==> src/rtl/alu_issue.sv <==
// alu_issue: RV32I issue/decode stage feeding the integer ALU operand bus.
// It decodes OP, OP-IMM, LUI and AUIPC into an operand bundle and holds the
// results in a registered two-entry skid buffer (output register plus skid
// register).
// Define ALU_ISSUE_PERF_EN to add the perf_issued/perf_illegal transfer counters.
//
// Handshake: a beat moves on a port only in a cycle where valid and ready are
// both high at the rising edge. A producer holds valid and its data stable
// until that edge. in_ready and out_valid come straight from flops, so neither
// depends combinationally on out_ready or in_valid.
module alu_issue #(
   parameter bit ILLEGAL_ZERO = 1'b1
`ifdef ALU_ISSUE_PERF_EN
   ,
   parameter int PERF_W       = 32
`endif
) (
   input  logic              clk,
   input  logic              rst,
   input  logic              flush,
   input  logic              in_valid,
   output logic              in_ready,
   input  logic [31:0]       in_instr,
   input  logic [31:0]       in_pc,
   input  logic [31:0]       in_rs1,
   input  logic [31:0]       in_rs2,
   output logic              out_valid,
   input  logic              out_ready,
   output logic [31:0]       out_in1,
   output logic [31:0]       out_in2,
   output logic              out_is_imm,
   output logic [2:0]        out_funct3,
   output logic [6:0]        out_funct7,
   output logic [4:0]        out_rd,
   output logic              out_illegal
`ifdef ALU_ISSUE_PERF_EN
   ,
   output logic [PERF_W-1:0] perf_issued,
   output logic [PERF_W-1:0] perf_illegal
`endif
);

   typedef struct packed {
      logic [31:0] in1;
      logic [31:0] in2;
      logic        is_imm;
      logic [2:0]  funct3;
      logic [6:0]  funct7;
      logic [4:0]  rd;
      logic        illegal;
   } bundle_t;

   // Buffer occupancy; hierarchically visible as alu_issue.state for debug.
   typedef enum logic [1:0] {
      S_EMPTY = 2'd0,
      S_ONE   = 2'd1,
      S_FULL  = 2'd2
   } state_t;

   localparam logic [6:0] OPC_OP    = 7'b0110011;
   localparam logic [6:0] OPC_IMM   = 7'b0010011;
   localparam logic [6:0] OPC_LUI   = 7'b0110111;
   localparam logic [6:0] OPC_AUIPC = 7'b0010111;

   state_t  state;
   bundle_t out_reg;
   bundle_t skid_reg;
   bundle_t dec;
   logic    in_ready_r;
   logic    out_valid_r;
   logic    accept;
   logic    xfer;

   function automatic bundle_t decode(input logic [31:0] instr,
                                      input logic [31:0] pc,
                                      input logic [31:0] rs1,
                                      input logic [31:0] rs2);
      bundle_t    b;
      logic [2:0] f3;
      logic [6:0] f7;
      f3        = instr[14:12];
      f7        = instr[31:25];
      b.in1     = rs1;
      b.in2     = rs2;
      b.is_imm  = 1'b0;
      b.funct3  = f3;
      b.funct7  = f7;
      b.rd      = instr[11:7];
      b.illegal = 1'b1;
      unique case (instr[6:0])
         OPC_OP: begin
            b.illegal = !((f7 == 7'h00) ||
                          ((f7 == 7'h20) && ((f3 == 3'b000) || (f3 == 3'b101))));
         end
         OPC_IMM: begin
            b.in2    = {{20{instr[31]}}, instr[31:20]};
            b.is_imm = 1'b1;
            if (f3 == 3'b001) begin
               b.illegal = (f7 != 7'h00);
            end else if (f3 == 3'b101) begin
               b.illegal = !((f7 == 7'h00) || (f7 == 7'h20));
            end else begin
               // Immediate bits [31:25] are not a function code here.
               b.funct7  = 7'h00;
               b.illegal = 1'b0;
            end
         end
         OPC_LUI, OPC_AUIPC: begin
            b.in1     = (instr[6:0] == OPC_AUIPC) ? pc : 32'h0;
            b.in2     = {instr[31:12], 12'h000};
            b.is_imm  = 1'b1;
            b.funct3  = 3'b000;
            b.funct7  = 7'h00;
            b.illegal = 1'b0;
         end
         default: begin
            b.illegal = 1'b1;
         end
      endcase
      if (b.illegal && ILLEGAL_ZERO) begin
         b.in1    = 32'h0;
         b.in2    = 32'h0;
         b.funct3 = 3'b000;
         b.funct7 = 7'h00;
      end
      return b;
   endfunction

   assign dec    = decode(in_instr, in_pc, in_rs1, in_rs2);
   assign accept = in_valid && in_ready_r;
   assign xfer   = out_valid_r && out_ready;

   // Occupancy FSM with registered handshake flags and the two data entries.
   always_ff @(posedge clk or negedge rst) begin
      if (!rst) begin
         state       <= S_EMPTY;
         in_ready_r  <= 1'b0;
         out_valid_r <= 1'b0;
         out_reg     <= '0;
         skid_reg    <= '0;
      end else if (flush) begin
         state       <= S_EMPTY;
         in_ready_r  <= 1'b1;
         out_valid_r <= 1'b0;
      end else begin
         unique case (state)
            S_EMPTY: begin
               in_ready_r <= 1'b1;
               if (accept) begin
                  out_reg     <= dec;
                  out_valid_r <= 1'b1;
                  state       <= S_ONE;
               end
            end
            S_ONE: begin
               if (accept && !xfer) begin
                  skid_reg   <= dec;
                  in_ready_r <= 1'b0;
                  state      <= S_FULL;
               end else if (accept && xfer) begin
                  out_reg <= dec;
               end else if (xfer) begin
                  out_valid_r <= 1'b0;
                  state       <= S_EMPTY;
               end
            end
            S_FULL: begin
               if (xfer) begin
                  out_reg    <= skid_reg;
                  in_ready_r <= 1'b1;
                  state      <= S_ONE;
               end
            end
            default: begin
               state       <= S_EMPTY;
               in_ready_r  <= 1'b1;
               out_valid_r <= 1'b0;
            end
         endcase
      end
   end

   assign in_ready    = in_ready_r;
   assign out_valid   = out_valid_r;
   assign out_in1     = out_reg.in1;
   assign out_in2     = out_reg.in2;
   assign out_is_imm  = out_reg.is_imm;
   assign out_funct3  = out_reg.funct3;
   assign out_funct7  = out_reg.funct7;
   assign out_rd      = out_reg.rd;
   assign out_illegal = out_reg.illegal;

`ifdef ALU_ISSUE_PERF_EN
   // Transfer counters; cleared by reset only, so a flush leaves them alone.
   always_ff @(posedge clk or negedge rst) begin
      if (!rst) begin
         perf_issued  <= '0;
         perf_illegal <= '0;
      end else if (xfer) begin
         perf_issued <= perf_issued + PERF_W'(1);
         if (out_reg.illegal) begin
            perf_illegal <= perf_illegal + PERF_W'(1);
         end
      end
   end
`endif

endmodule

==> config.mk <==
export PLATFORM = sky130hd
export DESIGN_NAME = alu_issue
export DESIGN_NICKNAME = d
export VERILOG_FILES = /design/src/rtl/alu_issue.sv
export SDC_FILE = /design/constraint.sdc
export NUM_CORES = 1
export LEC_CHECK = 0
export BUFFER_PORTS_ARGS = -buffer_cell sky130_fd_sc_hd__buf_4
export CAP_MARGIN = 20
export CORE_MARGIN = 5
export CORE_UTILIZATION = 45
export DETAILED_ROUTE_END_ITERATION = 10
export PLACE_DENSITY = 0.73
export SLEW_MARGIN = 20
export SYNTH_ARGS = -nofsm -noshare
export SYNTH_HDL_FRONTEND = slang
export SYNTH_SLANG_ARGS = --single-unit
==> constraint.sdc <==
create_clock -name clk -period 1.9 [get_ports clk]
set_clock_uncertainty 0.1 [all_clocks]
set_input_delay 0.19 -clock clk [delete_from_list [all_inputs] [get_ports clk]]
set_output_delay 0.19 -clock clk [all_outputs]
set_load 0.005 [all_outputs]
==> flow_metrics.tcl, run 1 <==
set metrics [dict create \
    grt_pass1_wl_um 39600 \
    initial_utilization_pct 45.9 \
    timing.critical_path.required_ns 2.14 \
    synth-async-reset-ratio_pct 100 \
    post_drt_wl_per_cell_um 20.0 \
    crit_path_start_kind "flop" \
    clock_tree.htree_level_count 4 \
    rsz0062_at_grt "yes" \
    vdd_drop_max_mv 0.706 \
    gp_congestion 0.921 \
    cp.depth 6 \
    holdPathEnd "skid_reg[67]" \
    arrival_ns 2.23 \
    numClockSinks 166 \
    rr_endpoint "skid_reg[36]" \
    timing.hold.worst.start "in_rs1[18]" \
    first_pass_iters 5 \
    yosys.area.top_type_share_pct 52.1 \
    finish.cell_count_without_fillers 1405 \
    synth-edff-count 0 \
    clock_latency_ns 0.42 \
    max-cap-violations 0 \
    fin_util_pct 69.9 \
    layout.cells.most_common_list "267 x sky130_fd_sc_hd__buf_4, 166 x sky130_fd_sc_hd__dfrtp_1, 147 x sky130_fd_sc_hd__nand2_1" \
    max_freq_mhz 503 \
    nFillCells 1281 \
    r2r-start "state[1]" \
    clk_pin_slew_worst_paths_ns 0.06 \
    timing.max_slew.rel_slack_pct 66.2 \
    gate_count_of_the_mapped_netlist 873 \
    io-pin-count 216 \
    critical-path-top-delay-family "simple AND/OR/NAND/NOR gates" \
    worst-path-buf-inv 1 \
    criticalPathCategory "reg -> reg" \
    cts_buf_count 17 \
    final-hold-violation-count 0 \
    grt_use_met3_pct 5.32 \
    detail_route.wirelength_um 28000 \
    detail_route.vias_per_cell 5.68 \
    globalRoute.totalOverflow 0 \
    detailroute.via_count 7982 \
    seq_area_um2 4150 \
    run_status "complete, but fails checks" \
    nets 1300 \
    crit_path_cells "nand3b_4, or4b_4, nor3_4, nand2_4, buf_12, o21ai_0" \
    detail-route-antenna-nets 0 \
    clock_tree.buffer_depth 2 \
    post-dp-hpwl_um 16600 \
    number_of_diodes_added_for_antenna_fixing 0 \
    synth_top_area_cell "sky130_fd_sc_hd__dfrtp_1" \
    syn_to_final_growth_pct 52.3 \
    die_width_um 143 \
    port_buffers 215 \
    finalCriticalPeriod_ns 1.99 \
    grt_use_total_pct 24.3 \
    slew_violations 0 \
    synth.net_count 1006 \
    type_of_the_most_critical_hold_path "in -> reg" \
    setup-violations-final 87 \
    setup.worst_path.end_class "flop" \
    violations "setup timing" \
    power.total_mw 10.6 \
    grt_use_met1_pct 32.0 \
    multi_input_area_um2 3940 \
    powerDensity_nw_per_um2 873 \
    detailedRoute.firstIterationViolations 730 \
    layout.cells.most_common "sky130_fd_sc_hd__buf_4" \
    grt_start_max_net_pins 80 \
    p_leak_nw 5.57 \
    ys_warns 0 \
    root_buffer "sky130_fd_sc_hd__clkbuf_16" \
    largest_register_ff_count 81 \
    setup_slack_ns -0.0872 \
    setup_tns_final_ns -3.97 \
    placementRows 48 \
    grt_pass1_vias 7625 \
    syn-mean-instance-area_um2 9.13 \
    reg2regPathDepth 6 \
    place.detailed.instances 1311 \
    worst_path_largest_cell_delay_ns 0.59 \
    peak_fanout_along_the_critical_path 29 \
    worst_slew_pin_slew_ns 0.507 \
    synth_seq_area_share_pct 52.1 \
    yosysUniqueCellTypes 45 \
    worst-r2r-setup-slack_ns -0.09 \
    holdPathStages 3 \
    die_h_um 143 \
    crit_path_top_delay_cell "sky130_fd_sc_hd__or4b_4" \
    grt-busiest-layer "met2" \
    yosys_register_bits 166 \
    grt_antenna_before_repair 0 \
    die_area_um2 20500 \
    post_route_cells_drive_above_1_share_pct 36.9 \
    fp.coreArea_um2 17400 \
    drt_drc_violations_left 0 \
    synth_top_cells_by_area "sky130_fd_sc_hd__dfrtp_1 52%, sky130_fd_sc_hd__nand2_1 7.0%, sky130_fd_sc_hd__a21oi_1 5.7%, sky130_fd_sc_hd__o22ai_1 5.1%, sky130_fd_sc_hd__mux2i_1 4.4%" \
    use_met2_pct 39.1 \
    period_share_pct 105 \
    tritoncts "yes" \
    synthFlopType "sky130_fd_sc_hd__dfrtp_1" \
    area_of_the_mapped_netlist_um2 7970 \
]
-- worst min-delay path, stage by stage --
cell and delay (ns):
sky130_fd_sc_hd__buf_4 0.08, sky130_fd_sc_hd__mux2i_1 0.09, sky130_fd_sc_hd__o21ai_1 0.13
-- cell usage after synthesis (all sizes together), types with 2 or more instances --
| master | n |
|---|---|
| a221oi | 14 |
| nor2b | 34 |
| nand3 | 21 |
| a211oi | 6 |
| and2 | 6 |
| nand2 | 148 |
| inv | 5 |
| o22ai | 65 |
| nor3 | 3 |
| o21bai | 2 |
| mux2 | 7 |
| and3 | 20 |
| o21ai | 76 |
| clkbuf | 46 |
| or4b | 2 |
| nor2 | 80 |
| a31oi | 7 |
| a21oi | 90 |
| buf | 25 |
| dfrtp | 166 |
| mux2i | 35 |
-- final cells by class --
type	instances	area share (%)
clock inverters	8	0.815
multi-input cells	632	32.4
repair buffers	345	26.1
well taps	225	2.32
flip-flops and latches	166	34.2
clock buffers	24	3.89
inverters	5	0.155
-- worst max-delay path by stage --
stage | startpoint | to
floorplan | state[1] | skid_reg[0]
global placement | in_instr[5] | skid_reg[69]
detailed placement | in_instr[5] | skid_reg[65]
CTS | state[1] | skid_reg[61]
global route | state[1] | skid_reg[18]
finish | state[1] | skid_reg[36]
-- layer usage --
metal / share of wire (%) / wire length (µm) / vias to the layer above
li1: - / - / 3657
met1: 40 / 11200 / 3922
met2: 50 / 14000 / 340
met3: 6.9 / 1940 / 63
met4: 3.1 / 858 / 0
met5: 0 / 0 / -
-- what timing repair did --
item,in CTS,in global routing
gates cloned,0,13
hold buffers,37,1
endpoints found under the hold margin,210,1
resized for setup,46,116
endpoints found under the setup margin,73,156
pin swaps,0,2
setup buffers,0,12
-- cell families after synthesis --
logic type	Yosys count	synth area share (%)
DFF	166	52.1
and+or+nand+nor	321	18.4
buffers and inverters	76	4.48
xor gates and xnor gates	1	0.110
muxes	42	5.39
AOI/OAI and AO/OA	267	19.5
-- metrics by stage --
| stage | setup slack (ns) | cell area [µm²] | hold slack [ns] |
|---|---|---|---|
| final | -0.0872 | 12100 | 0.00734 |
| after global routing | -0.191 | 12100 | 0.0114 |
| after global placement | -0.200 | 10300 | 0.0186 |
| after CTS | -0.0779 | 11200 | 0.00142 |
| after floorplan | -0.0118 | 7980 | -0.206 |
| after detailed placement | -0.236 | 10300 | 0.0206 |
-- report_power, final --
part | internal [mW] | leakage (nW) | total (mW) | switching (mW)
clock network | 2.00 | 0.274 | 3.38 | 1.38
registers | 4.05 | 2.15 | 4.38 | 0.327
logic | 1.55 | 3.15 | 2.83 | 1.27
Note: power is estimated with default switching activity, not from simulation.
==> inputs of run 2 (changes only) <==
--- a/config.mk
+++ b/config.mk
@@ -5,12 +5,14 @@
 export SDC_FILE = /design/constraint.sdc
 export NUM_CORES = 1
 export LEC_CHECK = 0
+export ABC_AREA = 1
 export BUFFER_PORTS_ARGS = -buffer_cell sky130_fd_sc_hd__buf_4
 export CAP_MARGIN = 20
+export CORE_ASPECT_RATIO = 1.1
 export CORE_MARGIN = 5
 export CORE_UTILIZATION = 45
 export DETAILED_ROUTE_END_ITERATION = 10
-export PLACE_DENSITY = 0.73
+export PLACE_DENSITY = 0.72
 export SLEW_MARGIN = 20
 export SYNTH_ARGS = -nofsm -noshare
 export SYNTH_HDL_FRONTEND = slang
==> run 2 against run 1 <==
  * The flow now finishes without violations
  * Non-clock buffer count fell by 84
  * Critical path depth rose by 4
  * Largest power group unchanged
  * Synthesized cell count rose by 38%
  * Clock-buffer cell count fell by 7
  * Worst hold slack improved by 0.014 ns
  * Via count rose by 4.1%
  * Largest cell class unchanged
  * Maximum frequency rose by 18%
  * Die area rose by 5.6%
==> flow_metrics.tcl, run 2 <==
set metrics [dict create \
    synth_top_family_by_area "simple AND/OR/NAND/NOR gates" \
    setup_slack_ns 0.214 \
    synth_top_cells_by_area "sky130_fd_sc_hd__dfrtp_1 49%, sky130_fd_sc_hd__nand2_1 25%, sky130_fd_sc_hd__nor2_1 7.4%, sky130_fd_sc_hd__nand3_1 5.9%, sky130_fd_sc_hd__o21ai_1 4.1%" \
    powerDensity_nw_per_um2 949 \
    syn-mean-instance-area_um2 7.00 \
    peak_fanout_along_the_critical_path 34 \
    post_drt_wl_per_cell_um 14.5 \
    type_of_the_most_critical_hold_path "in -> reg" \
    final-hold-violation-count 0 \
    yosys_register_bits 166 \
    timing.critical_path.required_ns 2.11 \
    fin_worst_hold_slack_ns 0.0210 \
    slew_violations 0 \
    detailedRoute.firstIterationViolations 787 \
    grt_pass1_wl_um 39300 \
    setup-violations-final 0 \
    grt_start_max_net_pins 77 \
    nets 1542 \
    globalRoute.totalOverflow 0 \
    grt_use_total_pct 22.1 \
    initial_utilization_pct 45.9 \
    synth_seq_area_share_pct 49.2 \
    worst_path_largest_cell_delay_ns 0.41 \
    grt_pass1_vias 7771 \
    clock_tree.buffer_depth 2 \
    ys_warns 0 \
    power.total_mw 10.6 \
    nFillCells 1728 \
    tritoncts "yes" \
    yosysUniqueCellTypes 22 \
    root_buffer "sky130_fd_sc_hd__clkbuf_16" \
    synthXorXnorAreaFrac_pct 0 \
    number_of_diodes_added_for_antenna_fixing 0 \
    critical-path-top-delay-family "simple AND/OR/NAND/NOR gates" \
    max-cap-violations 0 \
    synth.mux.area_fraction_pct 0 \
    numClockSinks 166 \
    crit_path_top_delay_cell "sky130_fd_sc_hd__dfrtp_1" \
    fin_util_pct 60.6 \
    layout.cells.most_common_list "563 x sky130_fd_sc_hd__nand2_1, 239 x sky130_fd_sc_hd__buf_4, 166 x sky130_fd_sc_hd__nor2_1, 166 x sky130_fd_sc_hd__dfrtp_1, 99 x sky130_fd_sc_hd__nand3_1" \
    pre_cts_slack_ns 0.0349 \
    clock_tree.htree_level_count 4 \
    synth.most_common_cell "sky130_fd_sc_hd__nand2_1" \
    grt_antenna_before_repair 0 \
    port_buffers 215 \
    worst-path-buf-inv 4 \
    worst_slew_pin_slew_ns 0.511 \
    die_area_um2 21600 \
    synth_commonest_cells "564 x sky130_fd_sc_hd__nand2_1, 166 x sky130_fd_sc_hd__dfrtp_1, 166 x sky130_fd_sc_hd__nor2_1" \
    detail_route.wirelength_um 24200 \
    arrival_ns 1.89 \
    criticalPathCategory "reg -> reg" \
    gate_count_of_the_mapped_netlist 1206 \
    syn_to_final_growth_pct 32.1 \
    rsz0062_at_grt "no" \
    crit_path_start_kind "flop" \
    die_h_um 154 \
    timing.max_slew.rel_slack_pct 65.9 \
    detail_route.vias_per_cell 4.99 \
    cts_buf_count 17 \
    setup.worst_path.end_class "flop" \
    synth-edff-count 0 \
    vdd_drop_max_mv 0.670 \
    gp_congestion 0.889 \
    io-pin-count 216 \
    synth.net_count 1339 \
    max_freq_mhz 593 \
    layout.cells.most_common "sky130_fd_sc_hd__nand2_1" \
    synth-async-reset-ratio_pct 100 \
    detail-route-antenna-nets 0 \
    worst-r2r-setup-slack_ns 0.21 \
    clock_latency_ns 0.42 \
    synth_compound_area_share_pct 6.10 \
    placementRows 52 \
    arithmetic_cell_share_of_the_synthesized_area_counting_full_adders_half_adders_and_majority_gates_pct 0 \
    drt_drc_violations_left 0 \
    synthFlopType "sky130_fd_sc_hd__dfrtp_1" \
    post-dp-hpwl_um 17100 \
    run_status "complete, no violations" \
    yosys.area.top_type_share_pct 49.2 \
    synth_top_area_cell "sky130_fd_sc_hd__dfrtp_1" \
    die_width_um 141 \
    post_route_cells_drive_above_1_share_pct 21.2 \
    fp.coreArea_um2 18400 \
    p_leak_nw 6.47 \
    clk_pin_slew_worst_paths_ns 0.07 \
    detailroute.via_count 8309 \
    setup_tns_final_ns 0 \
    finalCriticalPeriod_ns 1.69 \
    crit_path_cells "inv_1, nor2_1, nand2_1, nor2_2, inv_1, nor2_4, inv_4, buf_12, nand2_1, o21ai_1" \
    synth-simple-area-share_pct 39.5 \
    period_share_pct 88.7 \
    first_pass_iters 6 \
    largest_register_ff_count 81 \
    area_of_the_mapped_netlist_um2 8440 \
]
run 2: cell types whose count changed in the layout (fill, tap and decap cells not counted), moves of 34 or more:
cell | previous run | this run
sky130_fd_sc_hd__nand2_1 | 147 | 563
sky130_fd_sc_hd__nor2_1 | 69 | 166
sky130_fd_sc_hd__nand3_1 | 18 | 99
sky130_fd_sc_hd__a21oi_1 | 70 | 5
sky130_fd_sc_hd__o22ai_2 | 41 | 0
sky130_fd_sc_hd__mux2i_1 | 35 | 0
sky130_fd_sc_hd__nor2b_1 | 34 | 0
run 2: worst paths after layout:
check | start | endpoint | cells past startpoint
worst max-delay path | state[0] | skid_reg[41] | 10
worst min-delay path | in_valid | state[0] | 4
worst max register to register | state[0] | skid_reg[41] | 10
worst min register to register | skid_reg[1] | skid_reg[1] | 2
max in group asynchronous | rst | out_in2[24] | 3
min in group asynchronous | rst | out_funct7[1] | 2
run 2: metal layers:
| metal | up-vias | wire length [µm] | track usage, % |
|---|---|---|---|
| met5 | - | 0 | 0 |
| met4 | 0 | 554 | 6.46 |
| met3 | 40 | 1650 | 5.53 |
| met2 | 261 | 11500 | 36.0 |
| met1 | 3819 | 10500 | 29.4 |
| li1 | 4189 | - | - |
run 2: logic make-up after synthesis:
logic type             Yosys count
buffers and inverters          104
AO/OA/AOI/OAI                   96
AND/OR/NAND/NOR                840
flip-flops                     166
run 2: area by class of cell:
class	instances	area, µm²	share of cell area, %
sequential	166	4150	37.2
multi-input combinational	936	3870	34.6
timing repair buffer	261	2160	19.3
clock buffer	17	425	3.81
tap	243	304	2.72
clock inverter	15	146	1.31
inverter	27	106	0.953
run 2: stage by stage:
stage          area [µm²]  instances
2_1_floorplan        8440       1206
3_3_place_gp        10500       1626
3_5_place_dp        10500       1626
4_1_cts             11200       1665
5_1_grt             11200       1665
6_report            11200       1665
run 2: worst min-delay path: stages:
cell	delay, ns
sky130_fd_sc_hd__buf_4	0.08
sky130_fd_sc_hd__nand2_2	0.09
sky130_fd_sc_hd__nand2_1	0.09
sky130_fd_sc_hd__a31oi_1	0.06
run 2: power breakdown:
| part | switching [mW] | leakage, nW | internal [mW] | total [mW] |
|---|---|---|---|---|
| Clock | 1.54 | 0.275 | 1.84 | 3.39 |
| Sequential | 0.343 | 2.26 | 4.12 | 4.46 |
| Combinational | 1.47 | 3.93 | 1.27 | 2.75 |
run 2: what timing repair did:
item	4_1_cts	5_1_grt
hold buffers	7	0
hold endpoints to repair	68	0
setup buffers	0	0
resized for setup	0	1
endpoints found under the setup margin	0	1
